### src/rtl/byte_rx_pkg.sv
// Shared types and constants for the byte_rx serial receiver.
package byte_rx_pkg;

   localparam int RX_DATA_BITS = 8;
   localparam logic [RX_DATA_BITS-1:0] RX_DATA_RST = 8'h00;

   typedef enum logic [2:0] {
      IDLE,
      START,
      DATA,
      PARITY,
      STOP
   } rx_state_t;

endpackage

### src/rtl/byte_rx_if.sv
// Serial line plus received-byte bus of byte_rx; master is the receiver, slave the consumer.
interface byte_rx_if;
   import byte_rx_pkg::*;

   logic                    rxd;
   logic [RX_DATA_BITS-1:0] data;
   logic                    en;
   logic                    busy;
   logic                    frame_err;
   logic                    parity_err;

   modport master (
      input  rxd,
      output data, en, busy, frame_err, parity_err
   );

   modport slave (
      output rxd,
      input  data, en, busy, frame_err, parity_err
   );

endinterface

### src/rtl/byte_rx_sync2.sv
// Two-flop synchronizer for a single asynchronous bit, with a selectable reset value.
module sync2 #(
   parameter logic RST_VAL = 1'b1
) (
   input  logic clk,
   input  logic rst_n,
   input  logic d,
   output logic q
);

   logic meta;

   always_ff @(posedge clk) begin
      if (!rst_n) begin
         meta <= RST_VAL;
         q    <= RST_VAL;
      end else begin
         meta <= d;
         q    <= meta;
      end
   end

endmodule

### src/rtl/byte_rx.sv
// Oversampling 8N1 serial byte receiver; define BYTE_RX_PARITY_EN to add an even-parity bit (8E1).
module byte_rx
   import byte_rx_pkg::*;
#(
   parameter int CLKS_PER_BIT = 16
) (
   input  logic      clk,
   input  logic      rst_n,
   byte_rx_if.master bus
);

   localparam int CW = $clog2(CLKS_PER_BIT);
   localparam logic [CW-1:0] HALF = CW'(CLKS_PER_BIT / 2 - 1);
   localparam logic [CW-1:0] LAST = CW'(CLKS_PER_BIT - 1);

   rx_state_t               state;
   rx_state_t               state_nxt;
   logic [CW-1:0]           cnt;
   logic [2:0]              idx;
   logic                    armed;
   logic [RX_DATA_BITS-1:0] shreg;
   logic [RX_DATA_BITS-1:0] data_r;
   logic                    rxd_s;
   logic                    sample;
   logic                    stop_tick;
   logic                    busy_c;
   logic                    en_nxt;
   logic                    ferr_nxt;
   logic                    en_r;
   logic                    ferr_r;

`ifdef BYTE_RX_PARITY_EN
   logic                    par_bit;
   logic                    perr_nxt;
   logic                    perr_r;
`endif

   sync2 #(.RST_VAL(1'b1)) u_sync (
      .clk   (clk),
      .rst_n (rst_n),
      .d     (bus.rxd),
      .q     (rxd_s)
   );

   // START waits half a bit to land mid-bit; later states sample once per full bit.
   always_comb begin
      sample = 1'b0;
      case (state)
         IDLE:    sample = 1'b0;
         START:   sample = (cnt == HALF);
         default: sample = (cnt == LAST);
      endcase
   end

   always_ff @(posedge clk) begin
      if (!rst_n) state <= IDLE;
      else        state <= state_nxt;
   end

   always_comb begin
      state_nxt = state;
      case (state)
         IDLE:   if (!rxd_s && armed) state_nxt = START;
         START:  if (sample) state_nxt = rxd_s ? IDLE : DATA;
`ifdef BYTE_RX_PARITY_EN
         DATA:   if (sample && idx == 3'd7) state_nxt = PARITY;
         PARITY: if (sample) state_nxt = STOP;
`else
         DATA:   if (sample && idx == 3'd7) state_nxt = STOP;
`endif
         STOP:   if (sample) state_nxt = IDLE;
         default: state_nxt = IDLE;
      endcase
   end

   always_comb begin
      busy_c    = (state != IDLE);
      stop_tick = (state == STOP) && sample;
      ferr_nxt  = stop_tick && !rxd_s;
`ifdef BYTE_RX_PARITY_EN
      perr_nxt  = stop_tick && (^{shreg, par_bit});
      en_nxt    = stop_tick && rxd_s && !(^{shreg, par_bit});
`else
      en_nxt    = stop_tick && rxd_s;
`endif
   end

   // armed only follows the line in IDLE, so a low line after a bad stop bit cannot restart a frame.
   always_ff @(posedge clk) begin
      if (!rst_n) begin
         cnt    <= '0;
         idx    <= '0;
         armed  <= 1'b0;
         data_r <= RX_DATA_RST;
         en_r   <= 1'b0;
         ferr_r <= 1'b0;
      end else begin
         cnt <= (state == IDLE || sample) ? '0 : cnt + 1'b1;
         if (state != DATA) idx <= '0;
         else if (sample)   idx <= idx + 3'd1;
         if (state == IDLE)                    armed <= rxd_s;
         else if (stop_tick && rxd_s)          armed <= 1'b1;
         en_r   <= en_nxt;
         ferr_r <= ferr_nxt;
         if (en_nxt) data_r <= shreg;
      end
   end

   always_ff @(posedge clk) begin
      if (state == DATA && sample) shreg[idx] <= rxd_s;
   end

`ifdef BYTE_RX_PARITY_EN
   always_ff @(posedge clk) begin
      if (state == PARITY && sample) par_bit <= rxd_s;
   end

   always_ff @(posedge clk) begin
      if (!rst_n) perr_r <= 1'b0;
      else        perr_r <= perr_nxt;
   end

   assign bus.parity_err = perr_r;
`else
   assign bus.parity_err = 1'b0;
`endif

   assign bus.data      = data_r;
   assign bus.en        = en_r;
   assign bus.busy      = busy_c;
   assign bus.frame_err = ferr_r;

endmodule

### src/flat_wrapper.sv
// flat-port wrapper written by rule: the top's interface ports become plain ports
module byte_rx_flat import byte_rx_pkg::*;
#(
   parameter int CLKS_PER_BIT = 16
)
  (clk, rst_n, bus_rxd, bus_data, bus_en, bus_busy, bus_frame_err, bus_parity_err);
  byte_rx_if bus_i ();
  input  logic clk;
  input  logic rst_n;
  input wire logic [$bits(bus_i.rxd)-1:0] bus_rxd;
  output wire logic [$bits(bus_i.data)-1:0] bus_data;
  output wire logic [$bits(bus_i.en)-1:0] bus_en;
  output wire logic [$bits(bus_i.busy)-1:0] bus_busy;
  output wire logic [$bits(bus_i.frame_err)-1:0] bus_frame_err;
  output wire logic [$bits(bus_i.parity_err)-1:0] bus_parity_err;
  assign bus_i.rxd = bus_rxd;
  assign bus_data = bus_i.data;
  assign bus_en = bus_i.en;
  assign bus_busy = bus_i.busy;
  assign bus_frame_err = bus_i.frame_err;
  assign bus_parity_err = bus_i.parity_err;
  byte_rx #(.CLKS_PER_BIT(CLKS_PER_BIT)) u_core (.clk(clk), .rst_n(rst_n), .bus(bus_i));
endmodule
### config.mk
export PLATFORM = sky130hd
export DESIGN_NAME = byte_rx_flat
export DESIGN_NICKNAME = d
export VERILOG_FILES = /design/src/rtl/byte_rx_pkg.sv /design/src/rtl/byte_rx_if.sv /design/src/rtl/byte_rx_sync2.sv /design/src/rtl/byte_rx.sv /design/src/flat_wrapper.sv
export SDC_FILE = /design/constraint.sdc
export NUM_CORES = 1
export LEC_CHECK = 0
export ABC_CLOCK_PERIOD_IN_PS = 2100
export BUFFER_PORTS_ARGS = -buffer_cell sky130_fd_sc_hd__buf_4
export CAP_MARGIN = 25
export CORE_MARGIN = 5
export CORE_UTILIZATION = 40
export CTS_CLUSTER_SIZE = 20
export DETAILED_ROUTE_END_ITERATION = 10
export SYNTH_ARGS = -nofsm -noshare
export SYNTH_HDL_FRONTEND = slang
export SYNTH_SLANG_ARGS = --single-unit
### constraint.sdc
create_clock -name clk -period 2.1 [get_ports clk]
set_input_delay 0.42 -clock clk [delete_from_list [all_inputs] [get_ports clk]]
set_output_delay 0.42 -clock clk [all_outputs]
set_load 0.02 [all_outputs]
==> results.md <==
• **outcome** completed
• **overall routing resource usage** 11.33%
• **Fin. Hold Viols** 0
• **# IOs** 15
• **required time at the worst-slack endpoint** 2120 ps
• **fraction of registers with async set or reset after synthesis** 0%
• **die extent in y** 66.87 um
• **area added between synthesis and finish** 14.12%
• **Placement Rows** 20
• **maximum vdd drop** 0.3707 mV
• **synthesis-stage register bit count** 31
• **vias in the first global route** 849
• **Max Cap Viol** 0
• **die boundary width** 66.87 um
• **CTS H-tree lvls** 2
• **cts-stage hold buffer count** 0
• **post-synthesis instance total** 122
• **initial cell density of the core** 42.03%
• **leakage dissipation** 0.6182 nW
• **global route overflow** 0
• **total power density per cell area** 700.4 mW/mm^2
• **R2R setup slack** 290 ps
• **slack of the critical path** 292.7 ps
• **Final #Nets** 142
• **setup tns final** 0 ps
• **maximum root-to-sink buffer count** 2
• **Die Outline Area** 0.004472 mm^2
• **clk slew on worst S/H paths** 90 ps
• **crit path max fanout** 10
• **final core utilization** 47.97%
• **antenna viol nets, final** 0
• **dominant synthesized flop cell** sky130_fd_sc_hd__dfxtp_1
• **maximum operating frequency** 0.5533 GHz
• **number of cells traversed by the worst register-to-register path** 3
• **Syn Std Cell Area** 0.001294 mm^2
• **Worst Setup Path Type** flip-flop to flip-flop
• **number of optimization iterations in the first detailed-route pass** 4
• **number of setup violations in the final report** 0
• **pre-CTS setup slack** 289.9 ps
• **DR vias/cell** 4.823
• **count of instances resized after the clock tree is built** 0
• **Post-Synthesis Net Count** 128
• **detailed-route wire length per cell** 12.30 um
• **total power consumption of the routed design** 1.034 mW
• **share of final-layout standard cells stronger than drive strength 1** 18.25%
• **critical path arrival** 1830 ps
• **number of flops mapped to enable cells by yosys** 8
• **Port Buffer Count** 13
• **post-CTS setup repair buffer count** 0
• **number of distinct standard cells referenced by the synthesized netlist** 35
• **post-placement cell area** 0.001408 mm^2
• **global placement routability congestion** 0.7539
• **Diodes inserted** 0
• **cell depth of the worst min-delay path** 2
• **synth warn** 0
• **total wire length** 2226 um
• **final period utilization** 86.06%
• **Worst setup SP type** flip-flop
• **total number of vias** 873
• **Inserted Clock Buffers** 5
• **clock net sink count** 31
• **wire length of the first global-routing pass** 3636 um
• **source-to-sink clock delay at the later pin of the worst-skew pair** 330 ps
• **unrepaired setup endpoints after global routing** no
• **highest-count cells in the layout ignoring fill and taps** 25 x sky130_fd_sc_hd__nor2_1, 23 x sky130_fd_sc_hd__dfxtp_1, 14 x sky130_fd_sc_hd__buf_4
• **setup clock skew after layout** 9.659 ps
• **half-perimeter wire length after detailed placement** 1663 um
• **CP Capture Type** flip-flop
• **post-synthesis average cell area** 10.60 um^2
• **number of DRC markers in iteration 0** 25
• **largest net degree at the start of global routing** 13
• **core footprint** 0.003078 mm^2
• **final critical delay including setup and external delays** 1807 ps
• **post-layout instance area** 0.001476 mm^2
• **share of synthesized area occupied by flip-flops and latches** 54.16%
• **root buffer cell** sky130_fd_sc_hd__clkbuf_4
• **Slew Viols, Final** 0
• **detailed-route DRC error count** 0
• **clock tree from TritonCTS** built
• **most common library cell in the layout ignoring fill and taps** sky130_fd_sc_hd__nor2_1
• **number of antenna violations at the first check in global routing** 0
• **Worst Hold Class** input pin to flip-flop
## synthesized netlist by cell type, types with 3 or more instances
cell	number	area [um^2]
sky130_fd_sc_hd__nor2_1	25	93.84
sky130_fd_sc_hd__dfxtp_1	23	460.4
sky130_fd_sc_hd__mux2i_1	11	110.1
sky130_fd_sc_hd__edfxtp_1	8	240.2
sky130_fd_sc_hd__nand2_1	6	22.52
sky130_fd_sc_hd__nand2b_1	5	31.28
sky130_fd_sc_hd__nand3_1	4	20.02
sky130_fd_sc_hd__buf_4	3	22.52
sky130_fd_sc_hd__ha_1	3	37.54
## area by class of cell
type                            count  area [um^2]
Timing Repair Buffer               14        105.1
Sequential cell                    31        700.7
Inverter                            2        7.507
Multi-Input combinational cell     82        539.3
Fill cell                         315         1602
Tap cell                           44        55.05
Clock buffer                        8        68.82
## worst paths after layout
path | to | start
max | u_core.shreg[0] | u_core.state[1]
min | u_core.u_sync.meta | bus_rxd
max reg2reg | u_core.shreg[0] | u_core.state[1]
min reg2reg | u_core.u_sync.q | u_core.u_sync.meta
## metrics by stage
step / hold WS, ps / std cells
2_1_floorplan: 386.3 / 122
3_3_place_gp: 396.3 / 173
3_5_place_dp: 396.4 / 173
4_1_cts: 260.3 / 181
5_1_grt: 259.9 / 181
6_report: 273.7 / 181
## critical path, cell delays in order (launching register included)
cell and delay (ps):
sky130_fd_sc_hd__dfxtp_1 490, sky130_fd_sc_hd__or3b_1 410, sky130_fd_sc_hd__or3_1 420, sky130_fd_sc_hd__nor3_1 200
## cell families after synthesis
kind of cell,Yosys count,synth area share [%]
compound gates,7,4.643
xor+xnor,4,2.708
fa+ha+maj,4,3.675
buf+inv,9,4.158
flops,31,54.16
mux,12,9.381
other cells,1,0.2899
simple gates,54,20.99
## registers in the layout, indices dropped and copies added (netlist names)
name / cells
u_core.armed: 1
u_core.bus.data: 8
u_core.bus.en: 1
u_core.bus.frame_err: 1
u_core.cnt: 4
u_core.idx: 3
u_core.shreg: 8
u_core.state: 3
u_core.u_sync.meta: 1
u_core.u_sync.q: 1
## power breakdown
group | internal (mW) | switching [mW]
clock | 0.197 | 0.192
combinational | 0.0107 | 0.0148
sequential | 0.615 | 0.00495
## routing by layer
metal	GRT usage, %	wire [um]
met5	0	0
met4	6.835	44
met3	4.047	95
met2	19.55	1100
met1	11.60	986
Power figures use the tool's default switching activity.
